### src/rtl/fetch_stage.sv
// fetch_stage: instruction-fetch front end (PC, 1-cycle imem requests, head queue, redirect squash)
//   clk, rst (async, active-low)            clock and reset
//   imem_req/imem_addr, imem_rdata           synchronous instruction memory port, data valid 1 cycle after req
//   redirect_valid/redirect_pc               downstream redirect; flushes queue and drops in-flight data
//   instr_valid/instr_ready                  handshake for the queue head {Instr, PC, PCPlus4}
//   stall_cycles                             cycles with head valid but not accepted (only with FETCH_STALL_CNT_EN)
module fetch_stage #(
    parameter int ADDR_WIDTH = 32,
    parameter logic [ADDR_WIDTH-1:0] RESET_PC = '0,
    parameter int DEPTH = 2
) (
    input  logic                  clk,
    input  logic                  rst,
    output logic                  imem_req,
    output logic [ADDR_WIDTH-1:0] imem_addr,
    input  logic [31:0]           imem_rdata,
    input  logic                  redirect_valid,
    input  logic [ADDR_WIDTH-1:0] redirect_pc,
    output logic                  instr_valid,
    input  logic                  instr_ready,
    output logic [31:0]           Instr,
    output logic [ADDR_WIDTH-1:0] PC,
    output logic [ADDR_WIDTH-1:0] PCPlus4
`ifdef FETCH_STALL_CNT_EN
    ,
    output logic [31:0]           stall_cycles
`endif
);
    localparam int PW = $clog2(DEPTH);
    localparam int CW = PW + 1;
    logic [ADDR_WIDTH-1:0] fetch_pc, inflight_addr;
    logic                  inflight;
    logic [31:0]           instr_q [DEPTH];
    logic [ADDR_WIDTH-1:0] pc_q [DEPTH];
    logic [ADDR_WIDTH-1:0] pc4_q [DEPTH];
    logic [PW-1:0]         rd_ptr, wr_ptr;
    logic [CW-1:0]         count;
    logic                  push, pop;
    // a slot is reserved for the in-flight word, so a push can never overflow
    assign imem_req    = rst & ~redirect_valid & (count + CW'(inflight) < CW'(DEPTH));
    assign imem_addr   = fetch_pc;
    assign instr_valid = count != '0;
    assign push        = inflight & ~redirect_valid;
    assign pop         = instr_valid & instr_ready;
    assign Instr       = instr_q[rd_ptr];
    assign PC          = pc_q[rd_ptr];
    assign PCPlus4     = pc4_q[rd_ptr];
    always_ff @(posedge clk or negedge rst) begin
        if (!rst) begin
            fetch_pc      <= RESET_PC;
            inflight      <= 1'b0;
            inflight_addr <= '0;
            rd_ptr        <= '0;
            wr_ptr        <= '0;
            count         <= '0;
            for (int i = 0; i < DEPTH; i++) begin
                instr_q[i] <= '0;
                pc_q[i]    <= '0;
                pc4_q[i]   <= '0;
            end
        end else if (redirect_valid) begin
            fetch_pc <= redirect_pc & ~ADDR_WIDTH'(3);
            inflight <= 1'b0;
            rd_ptr   <= '0;
            wr_ptr   <= '0;
            count    <= '0;
        end else begin
            if (push) begin
                instr_q[wr_ptr] <= imem_rdata;
                pc_q[wr_ptr]    <= inflight_addr;
                pc4_q[wr_ptr]   <= inflight_addr + ADDR_WIDTH'(4);
                wr_ptr          <= wr_ptr + PW'(1);
            end
            if (pop)
                rd_ptr <= rd_ptr + PW'(1);
            count    <= count + CW'(push) - CW'(pop);
            inflight <= imem_req;
            if (imem_req) begin
                inflight_addr <= fetch_pc;
                fetch_pc      <= fetch_pc + ADDR_WIDTH'(4);
            end
        end
    end
`ifdef FETCH_STALL_CNT_EN
    always_ff @(posedge clk or negedge rst) begin
        if (!rst)
            stall_cycles <= '0;
        else if (instr_valid & ~instr_ready & ~&stall_cycles)
            stall_cycles <= stall_cycles + 32'd1;
    end
`endif
endmodule

### config.mk
export PLATFORM = sky130hd
export DESIGN_NAME = fetch_stage
export DESIGN_NICKNAME = d
export VERILOG_FILES = /design/src/rtl/fetch_stage.sv
export SDC_FILE = /design/constraint.sdc
export NUM_CORES = 1
export LEC_CHECK = 0
export ABC_CLOCK_PERIOD_IN_PS = 2500
export BUFFER_PORTS_ARGS = -buffer_cell sky130_fd_sc_hd__buf_2
export CORE_MARGIN = 8
export CORE_UTILIZATION = 45
export DETAILED_ROUTE_END_ITERATION = 6
export PLACE_DENSITY = 0.67
export SYNTH_ARGS = -nofsm -noshare
export SYNTH_HDL_FRONTEND = slang
export SYNTH_SLANG_ARGS = --single-unit
### constraint.sdc
create_clock -name clk -period 2.5 [get_ports clk]
set_clock_uncertainty 0.05 [all_clocks]
set_input_delay 0 -clock clk [delete_from_list [all_inputs] [get_ports clk]]
set_output_delay 0 -clock clk [all_outputs]
set_load 0.02 [all_outputs]
==> impl.org, run 1 <==
** Synthesis
- For this run, the number of Yosys warnings is 0.
- Syn Inst Count :: 1074
- Most area-consuming cells after synthesis :: sky130_fd_sc_hd__dfrtp_1 54%, sky130_fd_sc_hd__mux2_2 17%, sky130_fd_sc_hd__nand2_1 9.7%
- Synth Cell Area :: 0.0114 mm^2
- Flip-flop cell with the highest count after synthesis :: sky130_fd_sc_hd__dfrtp_1
- The share of the Yosys chip area taken by registers is 0.544.
- Number of enable flip-flop cells after synthesis :: 0
- The share of synthesized area in the top cell type comes to 0.544.
- A synthesized cell averages 10.7 um^2.
- The synthesized design contains 249 register bits.
- Number of different library cells in the post-synthesis netlist :: 43
- The biggest area contributor in the post-synthesis netlist is sky130_fd_sc_hd__dfrtp_1.
- In the synthesized netlist the async set-or-reset flop fraction comes to 1.00.

** Critical path
- Critical Path RT :: 2.45 ns
- Critical path capture point type :: output pin
- Critical path fanouts, max :: 30
- Class of the most critical setup path :: register to output pin
- STA classifies the critical path startpoint as a register.
- In this run the critical register-to-register path is launched from inflight_addr[6].
- The worst register-to-register path ends at pc4_q[49].
- Data arrival at the endpoint of the critical path :: 2.19 ns
- Count of cells along the worst register-to-register path :: 5
- The setup check on the worst reg-to-reg path leaves a slack of 0.33 ns.
- Timing startpoint of the critical path :: rd_ptr

** CTS
- CTS Buf Count :: 27
- Clock Sink Count :: 249
- TritonCTS built the clock tree.
- Clock insertion delay at the later pin of the skew report :: 0.52 ns
- Post-cts gate resize count :: 0
- Clock tree synthesis selected as its root buffer the cell sky130_fd_sc_hd__clkbuf_16.
- Clock transition at the registers of the reported paths :: 0.06 ns
- For this design, the CTS-stage hold fixing added 66 buffers.
- In this run the number of H-tree levels came out at 1.
- In this run the post-CTS setup repair buffer count came out at 0.
- The clock passes through at most 3 buffers.

** Route
- DR WL/cell :: 16.8 um
- The first detailed-routing pass took 5 iterations.
- Dividing the detail-routed via count by the number of cells gives 5.08.
- Once detail routing completed, the nets flagged for antenna violations numbered 0.
- After the first detailed-routing iteration, the DRC count stood at 624.
- DRC violation count after routing :: 0
- The routed layout has 8475 vias.
- The final layout contains routed wiring with a total length of 28000 um.

** Pwr
- The analysis attributes to net switching a power of 6170 uW.
- The share of total power dissipated in combinational logic is 0.359.
- For this design the ratio of total power to cell area is 1180 mW/mm^2.
- Share of power burned in registers :: 0.399
- VDD sags by at most 0.000683 V.
- Standby leakage power :: 0.00690 uW
- Of the total power, the clock network draws 0.242.
- Cell internal pwr :: 10800 uW
- Of the total power, the share spent switching nets is 0.364.

** Job
- Maximum capacitance violations :: 0

** GRT
- Entering global routing, the biggest net connects 131 pins.
- Number of global-route vias before repair :: 8673
- Wire length of the first global-routing pass :: 45700 um
- The number of antenna violations at the first check in global routing came to 0.
- Global routing finished with a remaining overflow of 0.
- Total GRT Usage :: 0.179

** Timing
- Fin. max-slew vios :: 0
- Portion of the clock cycle consumed by the worst path in the final layout :: 0.894
- Based on the critical path, the design can be clocked at up to 447 MHz.
- Setup repair after global routing left no endpoint under its margin.
- The final count of hold timing violations is 0.
- Measured against its own limit, the worst slew margin works out to 0.332.
- Setup violations, final :: 0
- Period minus WS final :: 2.24 ns
- Setup TNS :: 0 ns
- Setup slack after layout :: 0.264 ns
- Slew @ Worst Pin :: 1.00 ns

** Finish
- In the final layout, the share of cells above drive strength 1 is 0.331.
- Number of filler cells placed in the layout :: 2116
- Most frequent cells in the layout :: 294 x sky130_fd_sc_hd__nand2_1, 248 x sky130_fd_sc_hd__dfrtp_1, 188 x sky130_fd_sc_hd__buf_2, 172 x sky130_fd_sc_hd__mux2_2, 104 x sky130_fd_sc_hd__o21ai_0
- Post-route core utilization :: 0.573
- The area growth from synthesis to layout is 25.6%.
- Final cell area excluding filler cells :: 0.0144 mm^2
- In the final design database the tool counted 1389 nets.
- The library cell used most frequently in the layout, excluding fill and tap cells, is sky130_fd_sc_hd__nand2_1.
- The number of antenna diodes in the final layout is 0.

** Floorplan
- Measured along the x axis, the die boundary spans 176 um.
- During I/O placement, the number of pins put on the boundary was 198.
- The initialized floorplan defines 58 standard-cell rows.
- Area enclosed by the die boundary :: 0.0308 mm^2
- The floorplan step defined a core boundary enclosing 0.0251 mm^2.
- Y dimension of the die :: 176 um
- For this configuration, the core starts out at a cell density of 0.456.

** Placement
- Placement Setup Slack :: 0.349 ns
- Routability-driven placement finished with a final weighted congestion of 0.805.
- The HPWL after detailed placement is 18400 um.
- Buffers placed on the I/O ports in this run total 189.
- Instance area at placement :: 0.0128 mm^2

** Outcome
- The flow ran to the end, and the final reports show no timing, DRC or antenna violations.

** Worst hold path
- Hold Crit Class :: primary input to async pin
[Yosys cell counts (2+ instances only)]
library cell / number
sky130_fd_sc_hd__nand2_1: 295
sky130_fd_sc_hd__dfrtp_1: 249
sky130_fd_sc_hd__mux2_2: 172
sky130_fd_sc_hd__o21ai_0: 104
sky130_fd_sc_hd__clkbuf_1: 49
sky130_fd_sc_hd__xor2_1: 31
sky130_fd_sc_hd__xnor2_1: 28
sky130_fd_sc_hd__nand3_1: 21
sky130_fd_sc_hd__nand4_1: 20
sky130_fd_sc_hd__inv_1: 13
sky130_fd_sc_hd__nor3_1: 13
sky130_fd_sc_hd__nor2_1: 12
sky130_fd_sc_hd__buf_4: 7
sky130_fd_sc_hd__and2_1: 5
sky130_fd_sc_hd__and3_1: 5
sky130_fd_sc_hd__buf_6: 5
sky130_fd_sc_hd__ha_1: 4
sky130_fd_sc_hd__buf_2: 3
sky130_fd_sc_hd__nor3_2: 3
sky130_fd_sc_hd__a2111oi_0: 2
sky130_fd_sc_hd__a211oi_1: 2
sky130_fd_sc_hd__and4_1: 2
sky130_fd_sc_hd__buf_1: 2
sky130_fd_sc_hd__nor2b_1: 2
sky130_fd_sc_hd__nor4_4: 2
sky130_fd_sc_hd__o211ai_1: 2
sky130_fd_sc_hd__o21ai_1: 2
sky130_fd_sc_hd__o311ai_0: 2
sky130_fd_sc_hd__or2_2: 2
sky130_fd_sc_hd__or4_1: 2
[stage by stage]
step | hold slack, ns | power, uW | cells
2_1_floorplan | -0.346 | 10700 | 1079
4_1_cts | 0.0744 | 17200 | 1667
3_3_place_gp | -0.232 | 12700 | 1552
5_1_grt | 0.0944 | 18000 | 1667
6_report | 0.0674 | 17000 | 1667
3_5_place_dp | -0.229 | 12900 | 1552
[worst max-delay path by stage]
stage / cells after the start / end
2_1_floorplan: 5 / imem_addr[31]
6_report: 3 / PC[15]
4_1_cts: 3 / PC[15]
3_3_place_gp: 5 / pc4_q[63]
5_1_grt: 5 / pc4_q[61]
3_5_place_dp: 5 / pc4_q[63]
[logic make-up after synthesis]
group | Yosys count | share of synthesized area
xor gates and xnor gates | 59 | 0.0451
buffers and inverters | 81 | 0.0340
AOI/OAI and AO/OA | 117 | 0.0542
and+or+nand+nor | 390 | 0.148
other | 1 | 0.000328
DFF | 249 | 0.544
muxes | 173 | 0.170
adders and majority gates | 4 | 0.00437
[power by group through the flow]
stage	sequential, uW	combinational, uW	clock, uW
3_5_place_dp	6820	6070	0
3_3_place_gp	6730	5990	0
6_report	6770	6100	4100
4_1_cts	6770	6190	4190
2_1_floorplan	6450	4250	0
5_1_grt	7000	6660	4350
[registers in the layout, summed over array words and instances (netlist names)]
register / flops
count: 2
instr_q: 64
imem_addr: 30
pc_q: 60
inflight: 1
wr_ptr: 1
pc4_q: 60
rd_ptr: 1
inflight_addr: 30
[worst max-delay path, cell delays in order, from the launching register on]
cell and delay [ns]:
sky130_fd_sc_hd__dfrtp_4 0.71, sky130_fd_sc_hd__buf_4 0.35, sky130_fd_sc_hd__mux2_2 0.40, sky130_fd_sc_hd__buf_2 0.17
[final cells by class]
class | count | area (um^2) | area share
flip-flops and latches | 249 | 6230 | 0.434
multi-input cells | 749 | 4880 | 0.340
repair buffers | 277 | 1870 | 0.130
clock buffers | 39 | 791 | 0.0550
well taps | 330 | 413 | 0.0287
clock inverters | 10 | 138 | 0.00957
inverters | 13 | 48.8 | 0.00339
[per-layer routing]
layer,global-route usage,wire length (um),vias up
met4,0.0332,316,0
met3,0.0371,1850,25
li1,-,-,4101
met1,0.255,13500,4079
met5,0,0,-
met2,0.281,12300,270
No activity file was read; power rests on OpenSTA's default activity.
==> run 2: changes to the inputs <==
--- a/config.mk
+++ b/config.mk
@@ -10,6 +10,7 @@
 export CORE_MARGIN = 8
 export CORE_UTILIZATION = 45
 export DETAILED_ROUTE_END_ITERATION = 6
+export GPL_TIMING_DRIVEN = 0
 export PLACE_DENSITY = 0.67
 export SYNTH_ARGS = -nofsm -noshare
 export SYNTH_HDL_FRONTEND = slang
==> run 2 against run 1 <==
The flow now finishes with violations (negative hold slack). Non-clock buffer count increased by 50. Global-route usage increased by 1.9 points. Routed wire length increased by 8.8%. Worst setup slack got worse by 0.18 ns. Sequential power decreased by 1%. Core utilization increased by 1.3 points. Largest power group unchanged.
==> impl.org, run 2 (same netlist as run 1, synthesis figures left out) <==
** CTS
- In this run, post-CTS hold repair placed 71 buffers.
- Counting along the longest clock path gives a buffer depth of 3.
- Counting every sink on the clock net gives 249.
- TritonCTS built the clock tree.
- Post-CTS timing repair inserted 0 buffers for setup.
- In this run the number of H-tree levels came out at 1.
- Clock transition at the registers of the reported paths :: 0.06 ns
- Clock insertion delay at the later pin of the skew report :: 0.53 ns
- The number of clock buffers added by TritonCTS is 27.
- The tree is rooted in a sky130_fd_sc_hd__clkbuf_16.

** GRT
- Number of antenna violations at the first check in global routing :: 0
- In the global route stage, overall resource usage came out at 0.198.
- Entering global routing, the biggest net connects 108 pins.
- The first global-routing pass estimated 49700 um of wire.
- Number of global-route vias before repair :: 9248
- The total overflow left after global routing is 0.

** Route
- After detailed routing, the average wire length per cell comes to 17.7 um.
- In the routed layout, each cell is associated on average with a via count of 5.07.
- Once detail routing completed, the nets flagged for antenna violations numbered 0.
- In this run, the number of DRC markers left after iteration 0 of detailed routing was 439.
- The pre-antenna-repair detailed-routing pass consisted of 5 iterations.
- DRC violation count after routing :: 0
- Via count :: 8697
- After detailed routing, the total wire length is 30400 um.

** Timing
- In the final timing run, aggregate negative setup slack is 0 ns.
- Portion of the clock cycle consumed by the worst path in the final layout :: 0.966
- Final-report hold violation count :: 200
- In this run the tightest slew margin relative to its limit is 0.448.
- Setup slack after layout :: 0.0839 ns
- At the pin with the least slew margin, the transition time is 0.828 ns.
- Peak Freq :: 414 MHz
- The smallest clock period supported by the final layout is computed as 2.42 ns.
- The tightest hold path in the finished design has a slack of -0.193 ns.
- Setup violations, final :: 0
- The max-slew violation count is 0.

** Critical path
- Category of the worst setup path launch point :: register
- The critical path is of the register to output pin type.
- The worst setup path is captured at an output pin.
- Count of cells along the worst register-to-register path :: 5
- Setup slack, reg-to-reg :: 0.17 ns
- STA puts the critical path data arrival time at 2.37 ns.
- In this design, the stage delay of the slowest critical-path cell is 0.54 ns.
- The slowest stage of the critical path is the sky130_fd_sc_hd__clkbuf_1 cell.
- The endpoint identified for the worst register-to-register timing path is imem_addr[31].
- Critical Path RT :: 2.45 ns
- Critical path fanouts, max :: 10
- Startpoint of the worst-slack reg-to-reg timing path :: count[1]
- Series of cell instances along the critical path :: clkbuf_2, clkbuf_1, mux2_2, buf_2

** Finish
- After the last flow step, the layout net total stands at 1439.
- After routing the design area is 0.0147 mm^2.
- Most frequent cells in the layout :: 295 x sky130_fd_sc_hd__nand2_1, 249 x sky130_fd_sc_hd__dfrtp_1, 189 x sky130_fd_sc_hd__buf_2, 172 x sky130_fd_sc_hd__mux2_2, 104 x sky130_fd_sc_hd__o21ai_0
- Of the cells placed in the final design, the portion with a size suffix greater than 1 is 0.322.
- Largest register FFs :: 64
- Antenna cells :: 0
- Relative to the synthesized area, the layout overhead comes to 28.5%.
- Leaving out fill and tap cells, the most frequent cell in the layout is sky130_fd_sc_hd__nand2_1.
- Most flop-heavy register :: instr_q
- Largest registers in the final layout :: instr_q (64), pc4_q (60), pc_q (60)

** Floorplan
- For this configuration, the core starts out at a cell density of 0.456.
- The floorplan has 58 rows.
- The floorplan step set the die width to 176 um.
- Area enclosed by the die boundary :: 0.0308 mm^2
- Y dimension of the die :: 176 um
- Core Footprint :: 0.0251 mm^2
- During I/O placement, the number of pins put on the boundary was 198.

** Outcome
- The flow ran to the end, but the final reports show violations.
- The final reports fail on negative hold slack.

** Pwr
- For this design the total switching power over the nets is 6280 uW.
- Power spread over the standard cell area amounts to 1180 mW/mm^2.
- Clock share of power :: 0.254
- Share of power burned in registers :: 0.385
- The share of total power dissipated in combinational logic is 0.361.
- Summed over all cells, the static leakage comes to 0.00703 uW.
- Of the total power, the share spent switching nets is 0.361.
- Worst vdd rail ir drop :: 0.000740 V
- Cell internal power was estimated by the tool at 11100 uW.

** Placement
- Port Buffer Count :: 188
- Placer congestion estimate :: 0.898
- Placement Setup Slack :: -0.321 ns
- After legalization and detailed placement, the total HPWL measured 21400 um.
- After detailed placement, the total cell area comes to 0.0129 mm^2.

** Job
- Maximum capacitance violations :: 0

** Worst hold path
- Hold Crit Class :: primary input to async pin
run 2: cell count changes in the layout (fill, tap and decap cells not counted), sizes merged:
cell / change
inv: -1
clkbuf: +47
buf: +1
dlygate4sd3: -1
clkdlybuf4s50: +1
bufinv: +3
run 2: power groups by stage:
| stage | Combinational (uW) | Clock [uW] | Sequential, uW |
|---|---|---|---|
| finish | 6270 | 4410 | 6690 |
| global route | 6870 | 4670 | 6900 |
| CTS | 6350 | 4520 | 6670 |
| detailed placement | 6190 | 0 | 6740 |
| global placement | 6080 | 0 | 6660 |
| floorplan | 4250 | 0 | 6450 |
run 2: timing repair:
action	4_1_cts	5_1_grt
endpoints found under the setup margin	72	34
endpoints found under the hold margin	345	200
pin swaps	0	0
gates resized for setup	3	7
run 2: how the worst max path moves through the flow:
| stage | startpoint | end | slack (ns) | depth (start not counted) |
|---|---|---|---|---|
| 5_1_grt | rd_ptr | PC[24] | -0.000009 | 4 |
| 4_1_cts | rd_ptr | PC[13] | 0.02 | 4 |
| 6_report | rd_ptr | PC[21] | 0.08 | 4 |
| 2_1_floorplan | imem_addr[5] | imem_addr[31] | 0.51 | 5 |
| 3_5_place_dp | rst | imem_addr[31] | -0.32 | 7 |
| 3_3_place_gp | rst | imem_addr[31] | -4.40 | 6 |
run 2: stage by stage:
step | std cells | power, uW | utilization
detailed placement | 1599 | 12900 | 0.513
CTS | 1718 | 17500 | 0.586
global route | 1717 | 18400 | 0.586
finish | 1717 | 17400 | 0.586
global placement | 1597 | 12700 | 0.511
floorplan | 1079 | 10700 | -
run 2: final cells by class:
| type | instances | area [um^2] |
|---|---|---|
| clock buffer | 37 | 783 |
| inverter | 13 | 48.8 |
| fill | 2122 | 10400 |
| tap | 330 | 413 |
| multi-input combinational | 749 | 4860 |
| clock inverter | 12 | 215 |
| timing repair buffer | 261 | 1820 |
| buffer | 66 | 340 |
| sequential | 249 | 6230 |
run 2: routing by layer:
layer / track usage / vias to the layer above / part of all wire
li1: - / 4204 / -
met1: 0.266 / 4217 / 0.45
met2: 0.318 / 238 / 0.46
met3: 0.0477 / 38 / 0.066
met4: 0.0523 / 0 / 0.021
met5: 0 / - / 0
run 2: critical path: cells and delay by family (launching register included):
| kind | cells | cell delay, ns |
|---|---|---|
| buf+inv | 3 | 1.04 |
| flops | 1 | 0.37 |
| mux | 1 | 0.42 |
==> run 3: changes to the inputs <==
--- a/config.mk
+++ b/config.mk
@@ -12,6 +12,7 @@
 export DETAILED_ROUTE_END_ITERATION = 6
 export GPL_TIMING_DRIVEN = 0
 export PLACE_DENSITY = 0.67
+export SETUP_SLACK_MARGIN = 0.15
 export SYNTH_ARGS = -nofsm -noshare
 export SYNTH_HDL_FRONTEND = slang
 export SYNTH_SLANG_ARGS = --single-unit
==> run 3 against run 2 <==
The run now ends clean. Via count increased by 1.2%. Design area grew 0.76%. Cell count grew 0.41%. Clock power barely moved. Sequential power is essentially flat. Fmax grew 2.2%. Worst setup slack better by 0.053 ns. Register-to-register slack better by 0.12 ns. Largest power group unchanged. Critical path depth up 1. Non-clock buffer count grew 7.
==> impl.org, run 3 (same netlist as run 1, synthesis figures left out) <==
** CTS
- CTS Buf Count :: 27
- The number of setup buffers added after CTS is 0.
- Count of H-tree levels built during CTS :: 1
- Clock Sink Count :: 249
- Clock transition at the registers of the reported paths :: 0.06 ns
- TritonCTS clock tree :: done
- Clock insertion delay at the later pin of the skew report :: 0.53 ns
- The root buffer cell chosen for the clock tree is sky130_fd_sc_hd__clkbuf_16.
- The longest clock path from root to sink contains 3 buffers.

** Timing
- Slew @ Worst Pin :: 0.862 ns
- The final count of hold timing violations came to 0.
- Setup repair after global routing could not meet its margin everywhere.
- Peak Freq :: 423 MHz
- Setup violations remaining at the end of the flow were counted as 0.
- The routed design could run at a clock period as short as 2.36 ns.
- Hold WS :: 0.158 ns
- Of the available clock period, the critical path in the final layout requires 0.945.
- The max-slew violation count is 0.
- Setup TNS :: 0 ns
- The worst pin sits at a relative slew slack of 0.425.

** Floorplan
- Core Footprint :: 0.0251 mm^2
- In this run the horizontal extent of the chip is 176 um.
- Measured along the y axis, the die boundary spans 176 um.
- Count of boundary I/O pins :: 198
- Initial cell density of the core :: 0.456
- Area enclosed by the die boundary :: 0.0308 mm^2
- Placement row count :: 58

** GRT
- Maximum number of pins on one net before global-route repair :: 108
- Number of global-route vias before repair :: 9170
- The first global-routing pass estimated 49300 um of wire.
- Sum of overflow across all layers after global routing :: 0
- Number of antenna violations at the first check in global routing :: 0
- Total GRT Usage :: 0.197

** Pwr
- Total power draw :: 17400 uW
- Worst vdd rail ir drop :: 0.000740 V
- Standby leakage power :: 0.00710 uW
- Power spread over the standard cell area amounts to 1180 mW/mm^2.

** Finish
- The library cell used most frequently in the layout, excluding fill and tap cells, is sky130_fd_sc_hd__nand2_1.
- In the layout the commonest cells are 295 x sky130_fd_sc_hd__nand2_1, 248 x sky130_fd_sc_hd__dfrtp_1, 189 x sky130_fd_sc_hd__buf_2, 172 x sky130_fd_sc_hd__mux2_2, 104 x sky130_fd_sc_hd__o21ai_0.
- The register with the most flip-flops in the layout has 64 of them.
- More flip-flops sit in one register than any other, and that register is instr_q.
- Fraction of final layout cells with drive strength greater than 1 :: 0.329
- After the last flow step, the layout net total stands at 1446.
- Antenna cells :: 0
- Largest registers in the final layout :: instr_q (64), pc4_q (60), pc_q (60)
- Compared with the post-synthesis result, the final layout area differs by 29.4%.
- Final cell area excluding filler cells :: 0.0148 mm^2
- Count of non-filler cells in the finished layout :: 1724

** Route
- For this run, design rule violations remaining after detail routing come to 0.
- Post-detailed-route via-to-cell ratio :: 5.11
- DR WL/cell :: 18.0 um
- After the first detailed-routing iteration, the DRC count stood at 436.
- After detailed routing, the total wire length is 31000 um.
- Post-detailed-route count of antenna-violating nets :: 0
- Via count :: 8804
- The first detailed-routing pass ran for 5 iterations.

** Worst hold path
- In this run the worst hold path is classified as primary input to register.

** Critical path
- STA puts the critical path data required time at 2.45 ns.
- The worst setup path is captured at an output pin.
- STA classifies the critical path startpoint as a register.
- Data arrival at the endpoint of the critical path :: 2.31 ns
- Critical path fanouts, max :: 10
- Class of the most critical setup path :: register to output pin

** Placement
- Placer congestion estimate :: 0.898
- Cell total after placement :: 1599
- Port Buffer Count :: 188
- DP Wirelength :: 21400 um
- Instance area at placement :: 0.0129 mm^2

** Job
- Maximum capacitance violations :: 0

** Outcome
- The run finished with clean final reports.
-- run 3: cell types whose count changed in the layout (fill, tap and decap cells not counted), sizes merged --
| cell | delta |
|---|---|
| buf | +2 |
| clkbuf | +2 |
| dlygate4sd3 | +3 |
-- run 3: per-stage QoR --
step,setup WS [ns],utilization
2_1_floorplan,0.511,-
3_3_place_gp,-4.40,0.511
3_5_place_dp,-0.321,0.513
4_1_cts,0.123,0.583
5_1_grt,0.00201,0.590
6_report,0.137,0.590
-- run 3: repair_timing --
action,4_1_cts,5_1_grt
gates resized for setup,14,6
hold buffers,67,8
setup endpoints to repair,87,22
gates cloned,0,1
endpoints found under the hold margin,345,118
-- run 3: power by group --
part	switching, uW	internal [uW]
clock network	1620	2800
registers	1080	5610
logic	3600	2710
total	6300	11100
-- run 3: final cells by class --
type                            count  area [um^2]
Clock inverter                     12          215
Sequential cell                   249         6230
Fill cell                        2115        10300
Timing Repair Buffer              266         1900
Multi-Input combinational cell    749         4870
Tap cell                          330          413
Inverter                           13         48.8
Clock buffer                       37          783
Buffer                             68          358
-- run 3: critical path, cell delays in order (launching register included) --
cell	delay [ns]
sky130_fd_sc_hd__dfrtp_1	0.42
sky130_fd_sc_hd__nand3_1	0.25
sky130_fd_sc_hd__a211oi_2	0.39
sky130_fd_sc_hd__buf_4	0.26
sky130_fd_sc_hd__clkbuf_2	0.25
sky130_fd_sc_hd__buf_2	0.22
-- run 3: layer usage --
layer | up-vias | track usage | part of all wire
li1 | 4222 | - | -
met1 | 4275 | 0.264 | 0.45
met2 | 270 | 0.317 | 0.46
met3 | 37 | 0.0477 | 0.069
met4 | 0 | 0.0477 | 0.019
met5 | - | 0 | 0
-- run 3: final timing paths --
path,from,end,slack [ns],cells past startpoint
max,count[1],imem_req,0.14,5
min,redirect_pc[2],imem_addr[2],0.16,4
max reg2reg,inflight_addr[11],pc4_q[31],0.29,6
min reg2reg,pc_q[54],pc_q[54],0.42,2
max in group asynchronous,rst,instr_q[38],1.44,6
min in group asynchronous,rst,inflight_addr[6],0.44,6
